<file path="src/rtl/serial_add_sequencer_if.sv">
// Bundle of every non-clock/reset signal of the serial add sequencer.
// The slave modport is the sequencer's view; master is the surrounding
// environment (operand source, adder and result sink).
interface serial_add_sequencer_if #(
   parameter int WIDTH = 8,
   parameter int DEPTH = 4
);
   // Operand input port.
   logic                     in_valid;
   logic                     in_ready;
   logic [WIDTH-1:0]         in_a;
   logic [WIDTH-1:0]         in_b;
   // Serial adder side.
   logic                     add_start;
   logic [WIDTH-1:0]         add_data_a;
   logic [WIDTH-1:0]         add_data_b;
   logic [WIDTH-1:0]         add_out;
   logic                     add_done;
   // Result port and status.
   logic                     res_valid;
   logic                     res_ready;
   logic [WIDTH-1:0]         res_sum;
   logic                     res_err;
   logic                     busy;
   logic [$clog2(DEPTH):0]   fifo_count;

   modport slave (
      input  in_valid, in_a, in_b, add_out, add_done, res_ready,
      output in_ready, add_start, add_data_a, add_data_b,
             res_valid, res_sum, res_err, busy, fifo_count
   );

   modport master (
      output in_valid, in_a, in_b, add_out, add_done, res_ready,
      input  in_ready, add_start, add_data_a, add_data_b,
             res_valid, res_sum, res_err, busy, fifo_count
   );
endinterface

</file>
<file path="src/rtl/serial_add_sequencer.sv">
// Front-end for a serial adder: queues operand pairs in a small FIFO,
// launches one add at a time with a single-cycle start pulse, waits for
// done (or a timeout) and presents the sum on a valid/ready result port.
module serial_add_sequencer #(
   parameter int WIDTH   = 8,
   parameter int DEPTH   = 4,
   parameter int TIMEOUT = 16
) (
   input  logic                  clk,
   input  logic                  rst_n,
   serial_add_sequencer_if.slave bus
);
   localparam int AW = $clog2(DEPTH);
   localparam int CW = $clog2(DEPTH) + 1;
   localparam int TW = $clog2(TIMEOUT + 1);

   typedef enum logic [1:0] {IDLE, START, WAIT, RESULT} state_t;

   state_t           state;
   logic [WIDTH-1:0] mem_a [DEPTH];
   logic [WIDTH-1:0] mem_b [DEPTH];
   logic [AW-1:0]    wr_ptr;
   logic [AW-1:0]    rd_ptr;
   logic [CW-1:0]    count;
   logic [TW-1:0]    wait_cnt;
   logic             push;
   logic             pop;

   logic             add_start_q;
   logic [WIDTH-1:0] data_a_q;
   logic [WIDTH-1:0] data_b_q;
   logic             res_valid_q;
   logic [WIDTH-1:0] res_sum_q;
   logic             res_err_q;
   logic             busy_q;

   // Readiness depends on occupancy alone, so a full FIFO never accepts,
   // even when the head is leaving in the same cycle.
   assign bus.in_ready = (count < CW'(DEPTH));
   assign push         = bus.in_valid && bus.in_ready;
   assign pop          = (state == IDLE) && (count != '0) && !res_valid_q;

   assign bus.add_start  = add_start_q;
   assign bus.add_data_a = data_a_q;
   assign bus.add_data_b = data_b_q;
   assign bus.res_valid  = res_valid_q;
   assign bus.res_sum    = res_sum_q;
   assign bus.res_err    = res_err_q;
   assign bus.busy       = busy_q;
   assign bus.fifo_count = count;

   // Operand storage, written at the tail on every accepted push.
   // NOTE: storage is not reset; the pointers and count define which
   // entries are meaningful, so resetting the array would only add logic.
   always_ff @(posedge clk) begin
      if (push) begin
         mem_a[wr_ptr] <= bus.in_a;
         mem_b[wr_ptr] <= bus.in_b;
      end
   end

   // FIFO pointers and occupancy; pointers wrap naturally at DEPTH.
   // NOTE: sequential state uses non-blocking assignments so every register
   // samples pre-edge values regardless of block ordering.
   always_ff @(posedge clk or negedge rst_n) begin
      if (!rst_n) begin
         wr_ptr <= '0;
         rd_ptr <= '0;
         count  <= '0;
      end else begin
         if (push) wr_ptr <= wr_ptr + AW'(1);
         if (pop)  rd_ptr <= rd_ptr + AW'(1);
         case ({push, pop})
            2'b10:   count <= count + CW'(1);
            2'b01:   count <= count - CW'(1);
            default: count <= count;
         endcase
      end
   end

   // Launch / wait / result sequencing; every output it drives is registered.
   always_ff @(posedge clk or negedge rst_n) begin
      if (!rst_n) begin
         state       <= IDLE;
         add_start_q <= 1'b0;
         data_a_q    <= '0;
         data_b_q    <= '0;
         res_valid_q <= 1'b0;
         res_sum_q   <= '0;
         res_err_q   <= 1'b0;
         busy_q      <= 1'b0;
         wait_cnt    <= '0;
      end else begin
         // NOTE: the start pulse defaults low every cycle, so it is high only
         // in the single cycle following the launch edge.
         add_start_q <= 1'b0;
         case (state)
            IDLE: begin
               if (pop) begin
                  data_a_q    <= mem_a[rd_ptr];
                  data_b_q    <= mem_b[rd_ptr];
                  add_start_q <= 1'b1;
                  busy_q      <= 1'b1;
                  state       <= START;
               end
            end
            START: begin
               // done may still reflect the previous add here, so it is ignored.
               wait_cnt <= '0;
               state    <= WAIT;
            end
            WAIT: begin
               wait_cnt <= wait_cnt + TW'(1);
               if (bus.add_done) begin
                  res_sum_q   <= bus.add_out;
                  res_err_q   <= 1'b0;
                  res_valid_q <= 1'b1;
                  state       <= RESULT;
               end else if (wait_cnt == TW'(TIMEOUT - 1)) begin
                  res_sum_q   <= '0;
                  res_err_q   <= 1'b1;
                  res_valid_q <= 1'b1;
                  state       <= RESULT;
               end
            end
            RESULT: begin
               if (bus.res_ready) begin
                  res_valid_q <= 1'b0;
                  busy_q      <= 1'b0;
                  state       <= IDLE;
               end
            end
            default: state <= IDLE;
         endcase
      end
   end
endmodule

</file>
<file path="src/flat_wrapper.sv">
// flat-port wrapper written by rule: the top's interface ports become plain ports
module serial_add_sequencer_flat 
#(
   parameter int WIDTH   = 8,
   parameter int DEPTH   = 4,
   parameter int TIMEOUT = 16
)
  (clk, rst_n, bus_in_valid, bus_in_a, bus_in_b, bus_add_out, bus_add_done, bus_res_ready, bus_in_ready, bus_add_start, bus_add_data_a, bus_add_data_b, bus_res_valid, bus_res_sum, bus_res_err, bus_busy, bus_fifo_count);
  serial_add_sequencer_if #(.WIDTH(WIDTH), .DEPTH(DEPTH)) bus_i ();
  input  logic clk;
  input  logic rst_n;
  input wire logic [$bits(bus_i.in_valid)-1:0] bus_in_valid;
  input wire logic [$bits(bus_i.in_a)-1:0] bus_in_a;
  input wire logic [$bits(bus_i.in_b)-1:0] bus_in_b;
  input wire logic [$bits(bus_i.add_out)-1:0] bus_add_out;
  input wire logic [$bits(bus_i.add_done)-1:0] bus_add_done;
  input wire logic [$bits(bus_i.res_ready)-1:0] bus_res_ready;
  output wire logic [$bits(bus_i.in_ready)-1:0] bus_in_ready;
  output wire logic [$bits(bus_i.add_start)-1:0] bus_add_start;
  output wire logic [$bits(bus_i.add_data_a)-1:0] bus_add_data_a;
  output wire logic [$bits(bus_i.add_data_b)-1:0] bus_add_data_b;
  output wire logic [$bits(bus_i.res_valid)-1:0] bus_res_valid;
  output wire logic [$bits(bus_i.res_sum)-1:0] bus_res_sum;
  output wire logic [$bits(bus_i.res_err)-1:0] bus_res_err;
  output wire logic [$bits(bus_i.busy)-1:0] bus_busy;
  output wire logic [$bits(bus_i.fifo_count)-1:0] bus_fifo_count;
  assign bus_i.in_valid = bus_in_valid;
  assign bus_i.in_a = bus_in_a;
  assign bus_i.in_b = bus_in_b;
  assign bus_i.add_out = bus_add_out;
  assign bus_i.add_done = bus_add_done;
  assign bus_i.res_ready = bus_res_ready;
  assign bus_in_ready = bus_i.in_ready;
  assign bus_add_start = bus_i.add_start;
  assign bus_add_data_a = bus_i.add_data_a;
  assign bus_add_data_b = bus_i.add_data_b;
  assign bus_res_valid = bus_i.res_valid;
  assign bus_res_sum = bus_i.res_sum;
  assign bus_res_err = bus_i.res_err;
  assign bus_busy = bus_i.busy;
  assign bus_fifo_count = bus_i.fifo_count;
  serial_add_sequencer #(.WIDTH(WIDTH), .DEPTH(DEPTH), .TIMEOUT(TIMEOUT)) u_core (.clk(clk), .rst_n(rst_n), .bus(bus_i));
endmodule
</file>
<file path="config.mk">
export PLATFORM = sky130hd
export DESIGN_NAME = serial_add_sequencer_flat
export DESIGN_NICKNAME = d
export VERILOG_FILES = /design/src/rtl/serial_add_sequencer_if.sv /design/src/rtl/serial_add_sequencer.sv /design/src/flat_wrapper.sv
export SDC_FILE = /design/constraint.sdc
export NUM_CORES = 1
export LEC_CHECK = 0
export BUFFER_PORTS_ARGS = -buffer_cell sky130_fd_sc_hd__buf_2
export CAP_MARGIN = 20
export CORE_ASPECT_RATIO = 0.7
export CORE_MARGIN = 5
export CORE_UTILIZATION = 45
export DETAILED_ROUTE_END_ITERATION = 7
export PLACE_DENSITY = 0.69
export RECOVER_POWER = 50
export SYNTH_ARGS = -nofsm -noshare
export SYNTH_HDL_FRONTEND = slang
export SYNTH_SLANG_ARGS = --single-unit
export TNS_END_PERCENT = 1
</file>
<file path="constraint.sdc">
create_clock -name clk -period 2.6 [get_ports clk]
set_input_delay 0.39 -clock clk [delete_from_list [all_inputs] [get_ports clk]]
set_output_delay 0.39 -clock clk [all_outputs]
set_load 0.03 [all_outputs]
</file>
==> results of run 1 <==
## logic make-up (layout without fill, tap and decap cells)
kind of cell             after synthesis  count (layout)  synth area share, %
flip-flops                           106             106                 69.1
multiplexers                          36              36                 14.9
AND/OR/NAND/NOR                       29              29                 4.27
AO/OA/AOI/OAI                         22              22                 4.01
buffers and inverters                 22              98                 2.85
adder cells (fa/ha/maj)               12              12                 3.66
XOR/XNOR                               6               6                 1.22
## final cells by class
cell class / count / area (um^2) / share of cell area [%]
clock buffer: 10 / 239 / 4.79
clock inverter: 6 / 32.5 / 0.651
timing repair buffer: 69 / 332 / 6.64
sequential: 106 / 2970 / 59.5
multi-input combinational: 105 / 1210 / 24.3
tap: 124 / 155 / 3.11
inverter: 13 / 48.8 / 0.977
## sequential cells by signal, summed over array words and instances (netlist names)
signal	cells
u_core.bus.fifo_count	3
u_core.wr_ptr	2
u_core.bus.res_err	1
u_core.bus.add_data_b	8
u_core.bus.busy	1
u_core.state	2
u_core.bus.res_valid	1
u_core.mem_b	32
u_core.bus.add_data_a	8
u_core.bus.add_start	1
u_core.mem_a	32
u_core.wait_cnt	5
u_core.rd_ptr	2
u_core.bus.res_sum	8
## metal layers
layer / wire [um] / track usage [%]
met4: 120 / 4.82
met5: 0 / 0
met1: 3580 / 18.9
met3: 338 / 4.36
met2: 3630 / 22.0
## worst paths after layout
check | startpoint | cells past startpoint | to
worst max-delay path | u_core.state[0] | 9 | u_core.bus.fifo_count[2]
worst min register to register | u_core.bus.res_err | 2 | u_core.bus.res_err
worst max register to register | u_core.state[0] | 9 | u_core.bus.fifo_count[2]
min in group asynchronous | rst_n | 2 | u_core.bus.add_data_b[6]
worst min-delay path | bus_add_out[4] | 2 | u_core.bus.res_sum[4]
max in group asynchronous | rst_n | 3 | u_core.wr_ptr[0]
## report_power, final
part / total [uW] / switching [uW] / internal [uW]
logic: 2180 / 1260 / 915
registers: 2510 / 279 / 2240
clock network: 1220 / 554 / 666
## cells in the final DEF (no fill, tap or decap), types with 2 or more instances in the layout
cell	n
inv_1	13
mux2i_1	4
o21ai_0	5
xor2_1	3
ha_1	11
mux4_1	8
edfxtp_1	64
mux2_2	8
mux4_2	8
clkinv_2	4
xnor2_1	3
clkbuf_16	9
nand3_1	3
and2_1	6
nor2b_1	3
o2bb2ai_1	2
dfrtp_1	42
nor2_1	2
nor3b_1	2
a22o_1	8
buf_2	31
buf_4	7
nand2_1	6
mux2_4	8
clkbuf_1	29
## metrics by stage
stage / worst slack [ns] / area, um^2 / total power, uW / cells / utilization [%]
floorplan: 0.333 / 4300 / 4190 / 233 / -
global placement: 0.513 / 4740 / 4720 / 415 / 51.7
CTS: 0.401 / 5010 / 6030 / 431 / 54.6
finish: 0.427 / 4990 / 5910 / 433 / 54.4
detailed placement: 0.434 / 4740 / 4790 / 415 / 51.7
global route: 0.255 / 4990 / 6280 / 433 / 54.4
## critical path: stages (launching register included)
cell	delay, ns
dfrtp_1	0.40
inv_1	0.12
ha_1	0.32
nor3b_4	0.26
ha_1	0.21
inv_1	0.06
fa_1	0.37
xor2_1	0.15
nor2_1	0.11
xnor2_1	0.12
==> reports/summary.txt, run 1 <==
Wirelength per Cell = 17.7 um
total CTS buffers = 9
slew margin rel. = 44.6%
Synth Cell Area = 4300 um^2
DRT antenna net count = 0
final hold violations = 0
WP data required = 2.86 ns
total core area = 9180 um^2
die height = 91.8 um
Pwr Density = 1180 nW/um^2
sequential share of the synthesized area = 69.1%
Tcrit/Tclk final = 83.6%
Synth top cells by count = edfxtp_1, dfrtp_1, inv_1
Sink Count = 106
Setup TNS = 0 ns
slew at the pin closest to its max-slew limit = 0.831 ns
Setup CP Type = flip-flop to flip-flop
element type at the critical path end = flip-flop
cell leakage power = 0.00198 uW
routability cong. = 0.777
filler cell count = 747
worst endpoint data arrival time = 2.44 ns
f_max = 460 MHz
Netlist cell types = 39
final wirelength = 7670 um
Detail Placement HPWL = 5280 um
Worst-Skew Late Latency = 0.34 ns
worst-path fanout max = 8
predominant post-synthesis flop cell = edfxtp_1
GRT Util Overall = 14.1%
drt first pass iters = 4
I/O Buffers = 60
post-synth net total = 274
Hold Crit Class = input port to flip-flop
asr flop ratio synth = 39.6%
Post-CTS Setup Bufs = 0
CTS Hold Bufs = 0
max-slew violation count = 0
CTS Buffer Depth = 2
Initial Util = 46.9%
CTS Root Buffer Type = clkbuf_16
DR DRC count = 0
Synth Instances = 233
Syn Area/Cell = 18.5 um^2
CTS tree = built
vias in the first global route = 2354
CP Launch Type = flip-flop
# nets final = 345
GRT overflow = 0
fraction of layout cells with a size suffix above 1 = 26.5%
Post-synth EDFFs = 64
Rows = 29
RSZ-0062 raised after global routing = no
Ys Warns = 0
clock slew at reported path FFs = 0.06 ns
max-cap violation count = 0
global-route wire length before repair = 12400 um
most numerous cell in the Yosys netlist = edfxtp_1
area grow syn2layout = 16.1%
worst hold slack = 0.276 ns
Via-to-Cell Ratio = 5.06
run status = finished, final reports clean
initial antenna violation count = 0
die area = 11600 um^2
fin crit period = 2.17 ns
Synth top area share = 44.7%
VDD IR max = 0.000480 V
leading area contributor after synthesis = edfxtp_1
Yosys reg bits = 106
Vias = 2192
H-tree depth = 3
FF-to-FF setup slack = 0.43 ns
Die X = 127 um
Fin Clk Skew = 0.00385 ns
initial drt markers = 103
Setup violations, final = 0
Synth area leaders = edfxtp_1, dfrtp_1, mux4_1
Post-CTS Resized = 0
pin count of the biggest net entering global routing = 43
Diodes inserted = 0
io pins = 61
(Power assumes the default switching activity.)
==> run 2, diff against run 1 <==
Clock period 2.6 ns to 2.23 ns, I/O delays scaled along.
==> run 2 against run 1 <==
  * Count of clock-buffer cells in the layout up 2
  * First-iteration DRC count is 4.9% lower
  * Core utilization is 0.60 points higher
  * Via count rose by 2.6%
  * Clock power is 24% higher
  * Highest routed layer unchanged
==> reports/summary.txt, run 2 (synthesis gave the netlist of run 1 again) <==
CP Launch Type = flip-flop
setup slack after layout = 0.203 ns
met3 WL = 343 um
wire length on met1 = 3720 um
H-tree depth = 3
CTS Hold Bufs = 0
Die X = 127 um
Tcrit/Tclk final = 90.9%
CTS Buffer Depth = 2
VDD IR max = 0.000636 V
GRT Util Overall = 14.8%
Fin Clk Skew = 0.00573 ns
Internal = 4610 uW
crit-path cells = inv_2 -> ha_4 -> nor3b_4 -> ha_2 -> inv_1 -> fa_1 -> xor2_1 -> nor2_1 -> xnor2_1
# nets final = 350
commonest non-fill, non-tap cell in the layout = edfxtp_1
Via-to-Cell Ratio = 5.13
GRT overflow = 0
DR DRC count = 0
initial antenna violation count = 0
I/O Buffers = 60
io pins = 61
f_max = 493 MHz
cell family with most CP delay = adder cells
die height = 91.8 um
FF/Latch Area = 2970 um^2
die area = 11600 um^2
initial drt markers = 98
RSZ-0062 raised after global routing = no
Reg power frac = 41.2%
DRT antenna net count = 0
final wirelength = 7980 um
Setup CP Type = flip-flop to flip-flop
combinational group share of total power = 37.5%
uppermost routed layer = met4
filler cell count = 742
CP peak stage delay = 0.41 ns
Setup Slack @ Placement = 0.105 ns
WP data required = 2.50 ns
area occupied by multi-input gates = 1230 um^2
Pwr Density = 1400 nW/um^2
switching power = 2470 uW
Largest regs = u_core.mem_a: 32 flops, u_core.mem_b: 32 flops
CP bufs+invs = 2
final hold violations = 0
area grow syn2layout = 17.3%
Setup violations, final = 0
max-slew violation count = 0
Met2 Wirelength = 3760 um
Setup TNS = 0 ns
run status = finished, final reports clean
fraction of layout cells with a size suffix above 1 = 28.0%
Worst-Skew Late Latency = 0.34 ns
worst-path fanout max = 8
most frequent cells in the layout = edfxtp_1, dfrtp_1, clkbuf_1, buf_2, buf_4
Sink Count = 106
Detail Placement HPWL = 5450 um
total CTS buffers = 9
clock group share of total power = 21.4%
clock slew at reported path FFs = 0.06 ns
total core area = 9180 um^2
worst endpoint data arrival time = 2.29 ns
CTS Root Buffer Type = clkbuf_16
element type at the critical path end = flip-flop
switching share of power = 35.0%
drt first pass iters = 4
global-route wire length before repair = 13000 um
fin crit period = 2.03 ns
slew at the pin closest to its max-slew limit = 1.11 ns
cell leakage power = 0.00200 uW
Post-CTS Setup Bufs = 0
Hold Crit Class = input port to flip-flop
Post-CTS Resized = 0
Wirelength per Cell = 18.2 um
Vias = 2248
Diodes inserted = 0
pin count of the biggest net entering global routing = 43
worst hold slack = 0.220 ns
slew margin rel. = 26.2%
vias in the first global route = 2459
Initial Util = 46.9%
max-cap violation count = 0
CTS tree = built
slowest CP cell = dfrtp_1
routability cong. = 0.748
Rows = 29
[run 2: cell count changes in the layout (fill, tap and decap cells not counted), sizes merged]
cell,delta
buf,+6
dlygate4sd3,-1
bufinv,+1
clkbuf,+2
clkinv,-3
[run 2: power groups by stage]
stage	registers [uW]	logic (uW)	clock network, uW
finish	2910	2650	1510
global placement	2920	2650	0
CTS	2910	2700	1550
floorplan	3400	1490	0
global route	2980	2900	1620
detailed placement	2940	2700	0
[run 2: final cells by class]
type	count	share of cell area (%)
clock inverter	4	0.843
tap	124	3.07
sequential	106	58.9
inverter	13	0.967
timing repair buffer	74	7.21
clock buffer	12	4.68
multi-input combinational	105	24.3
[run 2: final timing paths]
path,startpoint,to,slack (ns),cells after the start
max,u_core.state[0],u_core.bus.fifo_count[2],0.20,9
min,bus_add_out[3],u_core.bus.res_sum[3],0.22,2
max reg2reg,u_core.state[0],u_core.bus.fifo_count[2],0.20,9
min reg2reg,u_core.bus.res_sum[4],u_core.bus.res_sum[4],0.50,1
max in group asynchronous,rst_n,u_core.bus.res_sum[7],1.27,2
min in group asynchronous,rst_n,u_core.bus.add_data_b[1],0.28,2
[run 2: routing by layer]
metal | vias up | GRT usage (%)
li1 | 1051 | -
met1 | 1141 | 19.8
met2 | 42 | 22.5
met3 | 14 | 4.65
met4 | 0 | 5.98
met5 | - | 0
[run 2: worst reg2reg max path: cells and delay by family (launching register included)]
family | cells | cell delay [ns]
XOR/XNOR | 2 | 0.28
buffers and inverters | 2 | 0.16
AND/OR/NAND/NOR | 2 | 0.34
flip-flops | 1 | 0.41
adder cells (fa/ha/maj) | 3 | 0.77
[run 2: through the flow]
step	utilization, %	power (uW)	area [um^2]	std cells
4_1_cts	55.3	7160	5080	438
5_1_grt	55.0	7500	5050	438
2_1_floorplan	-	4890	4310	233
3_3_place_gp	52.3	5560	4800	422
6_report	55.0	7080	5050	438
3_5_place_dp	52.3	5640	4800	422
